===== src/rtl/tpu_pkg.sv =====
// Purpose: shared types and defaults for the systolic-array datapath blocks.
// Latency: n/a (types and constants only).
// Backpressure: n/a.
package tpu_pkg;

    localparam int N_DEF     = 4;
    localparam int ACC_W_DEF = 16;

    // Result collector control state.
    typedef enum logic [1:0] {
        IDLE    = 2'd0,
        COLLECT = 2'd1,
        DONE    = 2'd2
    } collector_state_t;

endpackage


===== src/rtl/collector_column.sv =====
// Purpose: per-column beat counter for the result collector; picks the row each beat lands in.
// Latency: combinational write enable and row select; the counter updates on the next edge.
// Backpressure: none. A beat arriving at a full column is dropped and flagged on col_ovf.
//
// Ports:
//   clk, reset       clock and synchronous active-high reset
//   clear            restart: the counter returns to zero, and same-cycle beats are ignored
//   collect          parent is in COLLECT, so beats may be accepted
//   beat_vld         psum_valid bit for this column
//   wr_en, wr_row    store this column's beat at row wr_row of the buffer
//   full_next        the column holds N elements after the current edge
//   col_ovf          beat dropped because the column was already full
module collector_column #(
    parameter int N = 4,
    localparam int CW = $clog2(N) + 1,
    localparam int RW = $clog2(N)
) (
    input  logic          clk,
    input  logic          reset,
    input  logic          clear,
    input  logic          collect,
    input  logic          beat_vld,
    output logic          wr_en,
    output logic [RW-1:0] wr_row,
    output logic          full_next,
    output logic          col_ovf
);

    localparam logic [CW-1:0] FULL_CNT = CW'(N);
    localparam logic [CW-1:0] LAST_CNT = CW'(N - 1);

    logic [CW-1:0] cnt_q;
    logic          full;
    logic          accept;

    assign full    = (cnt_q == FULL_CNT);
    assign accept  = collect & ~clear & beat_vld;
    assign wr_en   = accept & ~full;
    assign col_ovf = accept & full;
    // The counter never passes N, so its low bits are the next free row.
    assign wr_row  = cnt_q[RW-1:0];
    assign full_next = full | (wr_en & (cnt_q == LAST_CNT));

    always_ff @(posedge clk) begin
        if (reset || clear) begin
            cnt_q <= '0;
        end else if (wr_en) begin
            cnt_q <= cnt_q + CW'(1);
        end
    end

endmodule


===== src/rtl/result_collector.sv =====
// Purpose: reassemble skewed per-column partial-sum beats from the array's bottom row into an NxN matrix.
// Latency: result_valid rises one cycle after the last beat is sampled. result_out is driven directly by a register.
// Backpressure: result_valid/result_ready. The matrix holds in DONE, and beats that arrive outside COLLECT are dropped and flagged.
//
// Ports:
//   clk, reset              clock and synchronous active-high reset
//   start                   clear the buffer and arm a collection; ignored in DONE unless result_ready
//   psum_valid, psum_in     per-column beats; psum_in[j] belongs to column j
//   result_valid/_ready     matrix handshake toward the output buffer
//   result_out              element (r,c) at [(N*r+c)*ACC_W +: ACC_W]
//   busy                    high while collecting
//   overflow_err            sticky dropped-beat flag; cleared by reset or by an accepted start
module result_collector
    import tpu_pkg::*;
#(
    parameter int N     = N_DEF,
    parameter int ACC_W = ACC_W_DEF
) (
    input  logic                      clk,
    input  logic                      reset,
    input  logic                      start,
    input  logic [N-1:0]              psum_valid,
    input  logic [N-1:0][ACC_W-1:0]   psum_in,
    output logic                      result_valid,
    input  logic                      result_ready,
    output logic [ACC_W*N*N-1:0]      result_out,
    output logic                      busy,
    output logic                      overflow_err
);

    localparam int RW = $clog2(N);

    collector_state_t state_q, state_d;

    logic                          clear;
    logic                          collect;
    logic                          stray_beat;
    logic [N-1:0]                  wr_en;
    logic [N-1:0]                  full_next;
    logic [N-1:0]                  col_ovf;
    logic [N-1:0][RW-1:0]          wr_row;
    // The buffer is indexed [row][col], so its packed layout matches result_out.
    logic [N-1:0][N-1:0][ACC_W-1:0] buf_q;

    assign collect    = (state_q == COLLECT);
    // A start in DONE counts only when the current matrix is handed off in the same cycle.
    assign clear      = start & ((state_q != DONE) | result_ready);
    assign stray_beat = ~collect & (|psum_valid);
    assign result_out = buf_q;

    for (genvar j = 0; j < N; j++) begin : g_col
        collector_column #(.N(N)) u_col (
            .clk       (clk),
            .reset     (reset),
            .clear     (clear),
            .collect   (collect),
            .beat_vld  (psum_valid[j]),
            .wr_en     (wr_en[j]),
            .wr_row    (wr_row[j]),
            .full_next (full_next[j]),
            .col_ovf   (col_ovf[j])
        );
    end

    always_ff @(posedge clk) begin
        if (reset) begin
            state_q <= IDLE;
        end else begin
            state_q <= state_d;
        end
    end

    always_comb begin
        state_d      = state_q;
        result_valid = 1'b0;
        busy         = 1'b0;
        unique case (state_q)
            IDLE: begin
                if (start) state_d = COLLECT;
            end
            COLLECT: begin
                busy = 1'b1;
                // A restart keeps the block in COLLECT, even if the columns were about to fill.
                if (!start && (&full_next)) state_d = DONE;
            end
            DONE: begin
                result_valid = 1'b1;
                if (result_ready) state_d = start ? COLLECT : IDLE;
            end
            default: state_d = IDLE;
        endcase
    end

    always_ff @(posedge clk) begin
        if (reset || clear) begin
            buf_q <= '0;
        end else begin
            for (int j = 0; j < N; j++) begin
                if (wr_en[j]) buf_q[wr_row[j]][j] <= psum_in[j];
            end
        end
    end

    always_ff @(posedge clk) begin
        if (reset || clear) begin
            overflow_err <= 1'b0;
        end else if (stray_beat || (|col_ovf)) begin
            overflow_err <= 1'b1;
        end
    end

endmodule


===== config.mk =====
export PLATFORM = sky130hd
export DESIGN_NAME = result_collector
export DESIGN_NICKNAME = d
export VERILOG_FILES = /design/src/rtl/tpu_pkg.sv /design/src/rtl/collector_column.sv /design/src/rtl/result_collector.sv
export SDC_FILE = /design/constraint.sdc
export NUM_CORES = 1
export LEC_CHECK = 0
export CELL_PAD_IN_SITES_DETAIL_PLACEMENT = 1
export CELL_PAD_IN_SITES_GLOBAL_PLACEMENT = 2
export CORE_MARGIN = 5
export CORE_UTILIZATION = 28
export CTS_CLUSTER_SIZE = 8
export DETAILED_ROUTE_END_ITERATION = 8
export GPL_TIMING_DRIVEN = 0
export PLACE_DENSITY_LB_ADDON = 0.05
export SYNTH_ARGS = -nofsm -noshare
export SYNTH_HDL_FRONTEND = slang
export SYNTH_SLANG_ARGS = --single-unit

===== constraint.sdc =====
create_clock -name clk -period 2 [get_ports clk]
set_input_delay 0.2 -clock clk [delete_from_list [all_inputs] [get_ports clk]]
set_output_delay 0.2 -clock clk [all_outputs]
set_load 0.02 [all_outputs]

Word-level counts from Yosys, hierarchy flattened
Index checks and enable logic that the tools add are counted.

Add/subtract/negate cells: 4. Order comparisons: 8. Equal/unequal tests: 14. Muxes and demuxes: 26. Bitwise logic cells: 30. Reduce and logical (&&, ||, !) cells: 13.

Operator list (number): two-way mux 256 bit (7); bitwise mux 256 bit (4); demux 64 bit (select 2 bit) (4); two-way mux 64 bit (1); two-way mux 48 bit (1); two-way mux 32 bit (1); bitwise AND 1 bit (19); two-way mux 16 bit (1); adder 3 x 1 -> 3 bit, second input constant (4); == test 3 x 2 -> 1 bit, second input constant (4); == test 3 bit, second input constant (4); less-than comparator 2 x 3 -> 1 bit, second input constant (4); >= comparator 2 x 1 -> 1 bit, second input constant (4); OR reduction 4 bit (2); two-way mux 2 bit (3); inequality test 2 bit, second input constant (3); NOT 1 bit (6); one-hot mux 2 bit (3 select lines) (1); logical AND 1 bit (5); bitwise OR 1 bit (5); AND reduction 4 bit (1); two-way mux 1 bit (3); AND reduction 3 bit (1); == test 2 x 1 -> 1 bit, second input constant (1); other kinds (5) (6).

Register bits after elaboration: 271. Output and inout port bits: 259. Logic and storage cells: 117.

Depth between registers and ports, before layout
Word-level depth: 17. Depth in mapped cells: 7.

Cells and area by module
From an unflattened synthesis, not the netlist that was laid out.

Cell total of the unflattened synthesis: 1282. Area total of the unflattened synthesis: 10986.8 sq um.

Modules (own cells, without submodules): result_collector (instances 1, cells an instance 1166, area an instance 10060.9 sq um, seq. area each 5185.0 sq um); collector_column (instances 4, cells an instance 29, area an instance 231.5 sq um, seq. area each 60.1 sq um).

Worst setup path after synthesis
OpenSTA, ideal clock, no wires.

Kind: flip-flop to flip-flop. From: register g_col[3].u_col.cnt_q[0]. To: register buf_q (netlist bit result_out[54]). Setup time: 0.128 ns. Data arrival time: 1.618 ns. Path slack: 0.254 ns. Stages on the path, launching flop included: 8. Path buffers: 1. Period minus slack after synthesis: 1.746 ns. Path through: dfxtp_1 -> inv_1 -> ha_1 -> a21boi_2 -> nand3_2 -> buf_4 -> mux2i_1 -> nor2_1.

Longest elaborated chain between the ends: 6. Elaborated cells on any way between the ends: 10.

Ends and longest elaborated chain: start, declared (line collector_column.sv:32) `logic [CW-1:0] cnt_q;`; start signal, assigned (line collector_column.sv:48) `cnt_q <= cnt_q + CW'(1);`; less-than comparator 2 x 3 -> 1 bit (not written as such) / >= comparator 2 x 1 -> 1 bit (equally long branches) (line result_collector.sv:99) `if (wr_en[j]) buf_q[wr_row[j]][j] <= psum_in[j];`; logical AND 1 bit (not written as such) (line result_collector.sv:99); two-way mux 64 bit (not written as such) (line result_collector.sv:99); demux 64 bit (select 2 bit) (line result_collector.sv:99); bitwise mux 256 bit (line result_collector.sv:99); two-way mux 256 bit * (line result_collector.sv:99); end signal, assigned by index (line result_collector.sv:99); end, declared (line result_collector.sv:43) `logic [N-1:0][N-1:0][ACC_W-1:0] buf_q;`.

Mark *: on every way between the ends. The rest lies on a longest branch, timed or not. A chain may end at the register's enable or synchronous reset.

Final worst setup path
From: register g_col[3].u_col.cnt_q[0]. To: register buf_q (netlist bit result_out[189]).

Same word-level chain as after synthesis.

==> flow_summary.json <==
{
  "post_drt_via_cell_ratio": 4.48,
  "drt_iter0_drc": 168,
  "ant_nets": 0,
  "crit_chain": "inv_1, ha_2, a21boi_4, buf_12, nand3_4, buf_4, mux2i_1, nor2_1",
  "synth-edff-count": 0,
  "hp-class": "in -> reg",
  "critPathMaxStageDelay_ps": 350,
  "syn_avg_cell_area_sq_um": 10.8,
  "setup_tns_ps": 0,
  "regToRegSetupSlack_ps": 140,
  "cp.arrival_ps": 2280,
  "path_class": "reg -> reg",
  "initial_core_util_pct": 28.2,
  "clk_pin_slew_ps": 50,
  "switchingPower_uw": 2690,
  "grt_overflow": 0,
  "synth_top_area_share_pct": 52.7,
  "htreeDepth": 2,
  "dpl.hpwl_um": 25300,
  "rsz0062_at_grt": "true",
  "r2r-end": "result_out[189]",
  "drv_cap": 0,
  "synthDistinctLibCells": 29,
  "cp_slowest_cell": "dfxtp_1",
  "hold_path_depth": 4,
  "numClockSinks": 271,
  "fin_crit_ps": 1860,
  "syn_inst": 949,
  "yosysTopAreaCell": "dfxtp_1",
  "fmaxAchievable_ghz": 0.537,
  "clockPowerShare_pct": 49.6,
  "fp-row-count": 70,
  "swShare_pct": 22.4,
  "cts_tree": "yes",
  "syn_nets": 1041,
  "cts_buffers": 40,
  "syn-cell-area_sq_um": 10300,
  "die_y_um": 202,
  "groute.usage.overall_pct": 16.5,
  "hold_end": "g_col[1].u_col.cnt_q[2]",
  "grt_max_degree": 11,
  "clock_latency_ps": 540,
  "post-place-cells": 1744,
  "vias": 8042,
  "intPower_uw": 9300,
  "final_core_utilization_pct": 42.1,
  "clock_path_buffers": 3,
  "reg2reg_from": "g_col[3].u_col.cnt_q[0]",
  "cp-start-kind": "flop",
  "grt_pass1_wl_um": 52400,
  "critPathBufInv": 3,
  "fin_nets": 1414,
  "final_cell_area_sq_um": 15300,
  "ys_seq_elements": 271,
  "cts.hold.buffers_added": 0,
  "crit_family": "buffers and inverters",
  "period_share_pct": 93.1,
  "io_pins": 331,
  "dieArea_sq_um": 40700,
  "die_w_um": 202,
  "first_pass_iters": 4,
  "antenna_found_initial": 3,
  "drt-wirelength-per-cell_um": 19.3,
  "stdcell_count": 1796,
  "powerDensity_nw_per_um2": 782,
  "peakVddDrop_uv": 589,
  "max_slew.worst_pin.slew_ps": 517,
  "yosys_warnings": 0,
  "finalHoldViolCount": 0,
  "path_max_fanout": 10,
  "comb_power_share_pct": 5.0,
  "leakage_uw": 0.00717,
  "routed_wl_um": 34600,
  "setup_viol": 0,
  "end_kind": "flop",
  "synthArstFlopShare_pct": 0,
  "outcome": "completed",
  "core_area_sq_um": 36400,
  "holdWs_ps": 170,
  "drive_gt1_share_pct": 9.34,
  "relSlewSlack_pct": 65.5,
  "hp-start": "psum_valid[1]",
  "finalClockSkew_ps": 15.5,
  "cts_root_buffer": "clkbuf_16",
  "slew_violations": 0,
  "ys.flop_type": "dfxtp_1",
  "yosysSeqAreaShare_pct": 52.7,
  "dpl_cell_area_sq_um": 14100,
  "syn_to_final_growth_pct": 49.0,
  "seqPwrFrac_pct": 45.4,
  "worstPathRequired_ps": 2410,
  "place_congestion": 0.716,
  "portBuffers": 327,
  "synthTopCellsByArea": "dfxtp_1 53%, mux2i_1 25%, nor2_1 9.6%",
  "rr_worst_depth": 8,
  "drc": 0,
  "grt_pass1_vias": 8425
}
## flip-flops by register name, indices dropped and copies added, names as in the netlist
name               cells
overflow_err           1
g_col.u_col.cnt_q     12
state_q                2
result_out           256
## per-stage QoR
step | power [uW] | setup WS, ps
6_report | 12000 | 138
4_1_cts | 12300 | 0.582
3_3_place_gp | 6150 | -229
3_5_place_dp | 6150 | -245
2_1_floorplan | 5790 | 254
5_1_grt | 12500 | -4.14
## repair_timing
action,CTS,global route
endpoints found under the setup margin,214,204
setup buffers,2,2
pin swaps,1,1
gates cloned,0,0
resized for setup,10,13
## cell families after synthesis
logic type,after synthesis,synth area share (%)
simple gates,308,14.0
flops,271,52.7
mux,259,25.2
buf+inv,66,3.83
compound gates,21,1.45
fa+ha+maj,20,2.43
xor+xnor,4,0.341
## cells in the mapped netlist, drive strengths merged, types with 4 or more instances
| cell type | number |
|---|---|
| a21oi | 6 |
| a32oi | 4 |
| buf | 47 |
| clkbuf | 5 |
| dfxtp | 271 |
| ha | 20 |
| inv | 14 |
| mux2i | 259 |
| nand2 | 12 |
| nand3 | 12 |
| nand4 | 12 |
| nor2 | 263 |
| o21ai | 5 |
| or2 | 4 |
| xnor2 | 4 |
## cell usage in the layout (no fill, tap or decap), drive strengths merged, types with 2 or more instances in the layout
master         count
clkdlybuf4s50    325
nor2             263
buf               48
clkbuf            52
inv               16
o21ai              5
xnor2              4
a32oi              4
nand4             12
a21oi              6
nand3             12
or2                4
dfxtp            271
dlygate4sd2        2
nand2             12
ha                20
mux2i            259
## power groups by stage
stage / Combinational (uW) / Sequential, uW / Clock (uW)
finish: 601 / 5440 / 5950
global route: 655 / 5430 / 6440
CTS: 615 / 5440 / 6210
detailed placement: 599 / 5550 / 0
global placement: 599 / 5550 / 0
floorplan: 227 / 5570 / 0
## routing by layer
layer | global-route usage, % | up-vias | wire (um)
li1 | - | 3929 | -
met1 | 20.2 | 3851 | 15100
met2 | 27.5 | 206 | 16300
met3 | 6.43 | 50 | 2560
met4 | 3.71 | 6 | 595
met5 | 0 | - | 41
## final cells by class
cell class	instances	area [sq um]
Fill cell	4022	21100
Sequential cell	271	5430
Multi-Input combinational cell	612	4510
Timing Repair Buffer	331	3310
Clock buffer	44	1040
Tap cell	468	586
Buffer	52	374
Inverter	14	52.6
Clock inverter	3	26.3
Antenna cell	1	2.50
## worst max path at each step
stage | from | endpoint | slack [ps] | cells after the start
floorplan | g_col[3].u_col.cnt_q[0] | result_out[54] | 250 | 7
global placement | result_ready | result_out[34] | -230 | 8
detailed placement | result_ready | result_out[33] | -250 | 8
CTS | state_q[0] | result_out[96] | 0.6 | 7
global route | g_col[3].u_col.cnt_q[0] | result_out[246] | -4 | 7
finish | g_col[3].u_col.cnt_q[0] | result_out[189] | 140 | 8
## worst reg2reg max path, stage by stage, from the launching register on
cell and delay [ps]:
dfxtp_1 350, inv_1 90, ha_2 250, a21boi_4 240, buf_12 150, nand3_4 160
buf_4 260, mux2i_1 180, nor2_1 50
Power figures use the tool's default switching activity.
